===== src/rtl/clk_div_pkg.sv =====
// Shared constants and helpers for the integer clock divider.
// Imported by the counter and the top level.
package clk_div_pkg;

  localparam int DIV_MIN = 2;

  function automatic int cnt_width(int div);
    return (div < DIV_MIN) ? 1 : $clog2(div);
  endfunction

endpackage


===== src/rtl/clk_div_counter.sv =====
// Modulo-N up-counter for the clock divider.
// Flags the half-period and wrap counts of the current value.
module clk_div_counter
  import clk_div_pkg::*;
#(
  parameter int DIV   = 6,
  parameter int CNT_W = cnt_width(DIV),
  parameter int HALF  = DIV / 2 - 1
) (
  input  logic             clk,
  input  logic             rst,
  output logic [CNT_W-1:0] cnt,
  output logic             half_hit,
  output logic             wrap_hit
);

  localparam logic [CNT_W-1:0] LAST = CNT_W'(DIV - 1);
  localparam logic [CNT_W-1:0] MID  = CNT_W'(HALF);

  // Strobes describe the count before the coming rising edge.
  always_comb begin
    half_hit = (cnt == MID);
    wrap_hit = (cnt == LAST);
  end

  // Count 0..DIV-1 and wrap back to zero.
  always_ff @(posedge clk or posedge rst) begin
    if (rst) begin
      cnt <= '0;
    end else if (wrap_hit) begin
      cnt <= '0;
    end else begin
      cnt <= cnt + CNT_W'(1);
    end
  end

endmodule


===== src/rtl/clk_div_6.sv =====
// Glitch-free 50% duty clock divider, divide-by-6 by default.
// Odd ratios add a falling-edge copy to stretch the high half.
module clk_div_6
  import clk_div_pkg::*;
#(
  parameter int DIV_RATIO = 6,
  parameter int CNT_W     = cnt_width(DIV_RATIO)
) (
  input  logic clk,
  input  logic rst,
  output logic clk_out
);

  localparam bit IS_ODD = (DIV_RATIO % 2) != 0;
  localparam int HALF   = IS_ODD ? (DIV_RATIO - 1) / 2
                                 : DIV_RATIO / 2 - 1;

  logic [CNT_W-1:0] cnt;
  logic             half_hit;
  logic             wrap_hit;

  clk_div_counter #(
    .DIV   (DIV_RATIO),
    .CNT_W (CNT_W),
    .HALF  (HALF)
  ) u_cnt (
    .clk      (clk),
    .rst      (rst),
    .cnt      (cnt),
    .half_hit (half_hit),
    .wrap_hit (wrap_hit)
  );

  // The counter must never pass its wrap value.
  always_ff @(posedge clk) begin
    if (!rst) begin
      assert (cnt <= CNT_W'(DIV_RATIO - 1));
    end
  end

  if (DIV_RATIO < DIV_MIN) begin : g_bad
    $error("clk_div_6: DIV_RATIO %0d below %0d",
           DIV_RATIO, DIV_MIN);
  end

  if (!IS_ODD) begin : g_even

    logic p;

    // Toggle at mid-period and at wrap.
    always_ff @(posedge clk or posedge rst) begin
      if (rst) begin
        p <= 1'b0;
      end else if (half_hit || wrap_hit) begin
        p <= ~p;
      end
    end

    assign clk_out = p;

  end else begin : g_odd

    logic p;
    logic n;

    // Rising-edge half: set at mid count, clear at wrap.
    always_ff @(posedge clk or posedge rst) begin
      if (rst) begin
        p <= 1'b0;
      end else if (wrap_hit) begin
        p <= 1'b0;
      end else if (half_hit) begin
        p <= 1'b1;
      end
    end

    // Half-cycle delayed copy extends the high phase.
    always_ff @(negedge clk or posedge rst) begin
      if (rst) begin
        n <= 1'b0;
      end else begin
        n <= p;
      end
    end

    assign clk_out = p | n;

  end

endmodule


===== config.mk =====
export PLATFORM = sky130hd
export DESIGN_NAME = clk_div_6
export DESIGN_NICKNAME = d
export VERILOG_FILES = /design/src/rtl/clk_div_pkg.sv /design/src/rtl/clk_div_counter.sv /design/src/rtl/clk_div_6.sv
export SDC_FILE = /design/constraint.sdc
export NUM_CORES = 1
export LEC_CHECK = 0
export CORE_AREA = 2 2 39 41
export CTS_BUF_LIST = sky130_fd_sc_hd__clkbuf_16
export DETAILED_ROUTE_END_ITERATION = 8
export DIE_AREA = 0 0 41 43
export PLACE_DENSITY = 0.3
export RECOVER_POWER = 100
export SLEW_MARGIN = 20
export SYNTH_ARGS = -nofsm -noshare
export SYNTH_HDL_FRONTEND = slang
export SYNTH_HIERARCHICAL = 1
export SYNTH_SLANG_ARGS = --single-unit
export TNS_END_PERCENT = 50

===== constraint.sdc =====
create_clock -name clk -period 1.27 [get_ports clk]
set_input_delay 0.127 -clock clk [delete_from_list [all_inputs] [get_ports clk]]
set_output_delay 0.127 -clock clk [all_outputs]
set_load 0.02 [all_outputs]

==> flow_summary_export.csv <==
group,metric,value,unit
worst_setup_path,cp_top_family,"flip-flops",
job,max_cap_viol_count,0,
pwr,cellPowerDensity,2190,nW/µm²
final_layout,antennaDiodeCount,0,
worst_setup_path,slowest_delay,380,ps
synthesis,synth_cell_types,10,
worst_setup_path,reg2reg_from,"u_cnt/cnt[0]",
synthesis,synth.avg_cell_area,10.2,µm²
timing,finalCritPeriodShare,82.7,%
global_routing,grt_first_pass_wirelength,503,µm
worst_setup_path,reg2reg_depth,4,
route,drc,0,
worst_setup_path,path_max_fanout,2,
global_routing,grt_overflow,0,
clock_tree,cts.sinks,4,
pwr,peakVddDrop,724,µV
floorplanning,fp.dieW,41,µm
outcome,status,"finished, final reports clean",
route,drtAntennaViolNets,0,
worst_setup_path,path_cells,"dlygate4sd2_1",
route,drt_iter0_markers,1,
pwr,leakage,0.144,nW
clock_tree,clk_pin_slew,30,ps
timing,fin_skew,1.59,ps
timing,setup_viol,0,
timing,fin_tns_setup,0,ps
route,via_per_inst,3.03,
worst_setup_path,path_class,"reg -> out",
synthesis,synth.ff_latch_count,4,
worst_setup_path,required,1140,ps
floorplanning,rows,14,
floorplanning,num_io_pins,3,
floorplanning,die_h,43,µm
route,dr.pass1.iters,2,
timing,rsz0062_at_grt,"false",
clock_tree,hold_buffers,0,
timing,slew_violations,0,
synthesis,ys_top_cells_by_area,"dfrtp_1 (58%), nand2b_1 (7.2%), nor2_2 (7.2%), inv_1 (6.5%), o21ai_2 (5.0%)",
global_routing,first_global_vias,137,
timing,whs,208,ps
route,post_drt_wl_per_cell,7.84,µm
synthesis,synth_top_cell_area_share,57.6,%
synthesis,syn_area,174,µm²
floorplanning,die_area,1760,µm²
route,drt-total-wl,298,µm
final_layout,multi_input_area,52.6,µm²
synthesis,yosysTopAreaCell,"dfrtp_1",
clock_tree,numCtsBuffers,3,
final_layout,nets,26,
clock_tree,clkLatencyLatePin,220,ps
placement,place.detailed.hpwl,210,µm
final_layout,area_growth,61.9,%
worst_setup_path,reg2reg_to,"clk_out",
synthesis,yosysWarningCount,6,
worst_setup_path,crit_start,"clk_out",
worst_setup_path,r2r_slack,310,ps
min_path,holdCritPathClass,"in -> async",
placement,port-buffer-count,2,
floorplanning,start_util,12.6,%
clock_tree,htree_num_levels,1,
worst_setup_path,crit_buf_inv,1,
route,via_count,115,
worst_setup_path,cp-start-kind,"register",
timing,fmax,952,MHz
timing,hold_viol,0,
worst_setup_path,worst_ep_arrival_time,920,ps
timing,max_slew_margin,86.3,%
final_layout,seq_area,100,µm²
synthesis,synth_cells,17,
synthesis,synth-seq-area-share,57.6,%
placement,globalplace.congestion,0.706,
floorplanning,core-area,1380,µm²
synthesis,syn_nets,19,
timing,fin_crit,1050,ps
worst_setup_path,crit_slowest_cell,"dfrtp_1",
worst_setup_path,endpoint_kind,"output pin",
global_routing,antenna_found_initial,0,
clock_tree,tritoncts,"done",
timing,worstMarginPinSlew,206,ps
clock_tree,cts_root_buf,"clkbuf_16",
clock_tree,cts_buffer_depth,2,
final_layout,drive_gt1_share,22.7,%
global_routing,grt_max_degree,6,
global_routing,grt_use_total,5.54,%
final_layout,fillerInstances,155,
==> power by group <==
group	internal [W]	leakage (nW)	switching (W)
logic	0.00000250	0.0554	0.00000304
clock network	0.000402	0.0370	0.0000821
registers	0.000128	0.0518	0
==> worst max path at each step <==
stage | slack (ps) | cells past startpoint | to
after CTS | 200 | 1 | clk_out
final | 220 | 1 | clk_out
after floorplan | 340 | 4 | clk_out
after global routing | 190 | 1 | clk_out
after global placement | 190 | 1 | clk_out
after detailed placement | 180 | 1 | clk_out
==> per-layer routing <==
layer  vias to the layer above  wire (µm)  share of wire (%)  track usage, %
met4                         0          5                1.7            6.00
li1                         60          -                  -               -
met3                         2         13                4.4            7.85
met1                        52        142                 48            5.21
met5                         -          0                  0               0
met2                         1        136                 46            4.69
==> synthesized netlist by cell type <==
cell type,n
xnor2_1,1
inv_2,1
nand2b_1,2
o21ai_1,1
nor2_1,1
nor2_2,2
dfrtp_1,4
nand3b_1,1
inv_1,3
o21ai_2,1
==> flip-flops by register name, indices dropped and copies added, names as in the netlist <==
| register | flops |
|---|---|
| u_cnt/cnt | 3 |
| clk_out | 1 |
==> placed cells by master (no fill, tap or decap) <==
master	Yosys	routed
nand2b_1	2	2
dlygate4sd3_1	0	1
inv_1	3	3
dfrtp_1	4	4
clkbuf_16	0	3
nor2_1	1	2
o21ai_0	0	2
nand3b_1	1	1
dlygate4sd2_1	0	1
nor2_2	2	1
xnor2_1	1	1
inv_2	1	1
==> cell type report <==
cell class	count	share of cell area [%]
clock buffer	3	26.7
inverter	4	5.33
multi-input combinational	9	18.7
sequential	4	35.6
tap	16	7.11
timing repair buffer	2	6.67
==> cell families (layout without fill, tap and decap cells) <==
group / Yosys count / count (layout) / share of synthesized area [%]
AOI/OAI and AO/OA: 2 / 2 / 7.91
xor gates and xnor gates: 1 / 1 / 5.04
and+or+nand+nor: 6 / 6 / 20.9
DFF: 4 / 4 / 57.6
buffers and inverters: 4 / 9 / 8.63
==> what timing repair did <==
action	4_1_cts	5_1_grt
buffers inserted	0	0
setup endpoints to repair	1	0
gates resized for setup	1	0
==> metrics by stage <==
step	total power [W]	setup WS, ps	area (µm²)	instances	util (%)
global placement	0.000136	191	214	35	15.5
finish	0.000618	219	282	38	20.3
global route	0.000641	186	282	38	20.3
detailed placement	0.000136	178	214	35	15.5
CTS	0.000631	202	288	38	20.8
floorplan	0.000132	336	174	17	-
(Power assumes the default switching activity.)
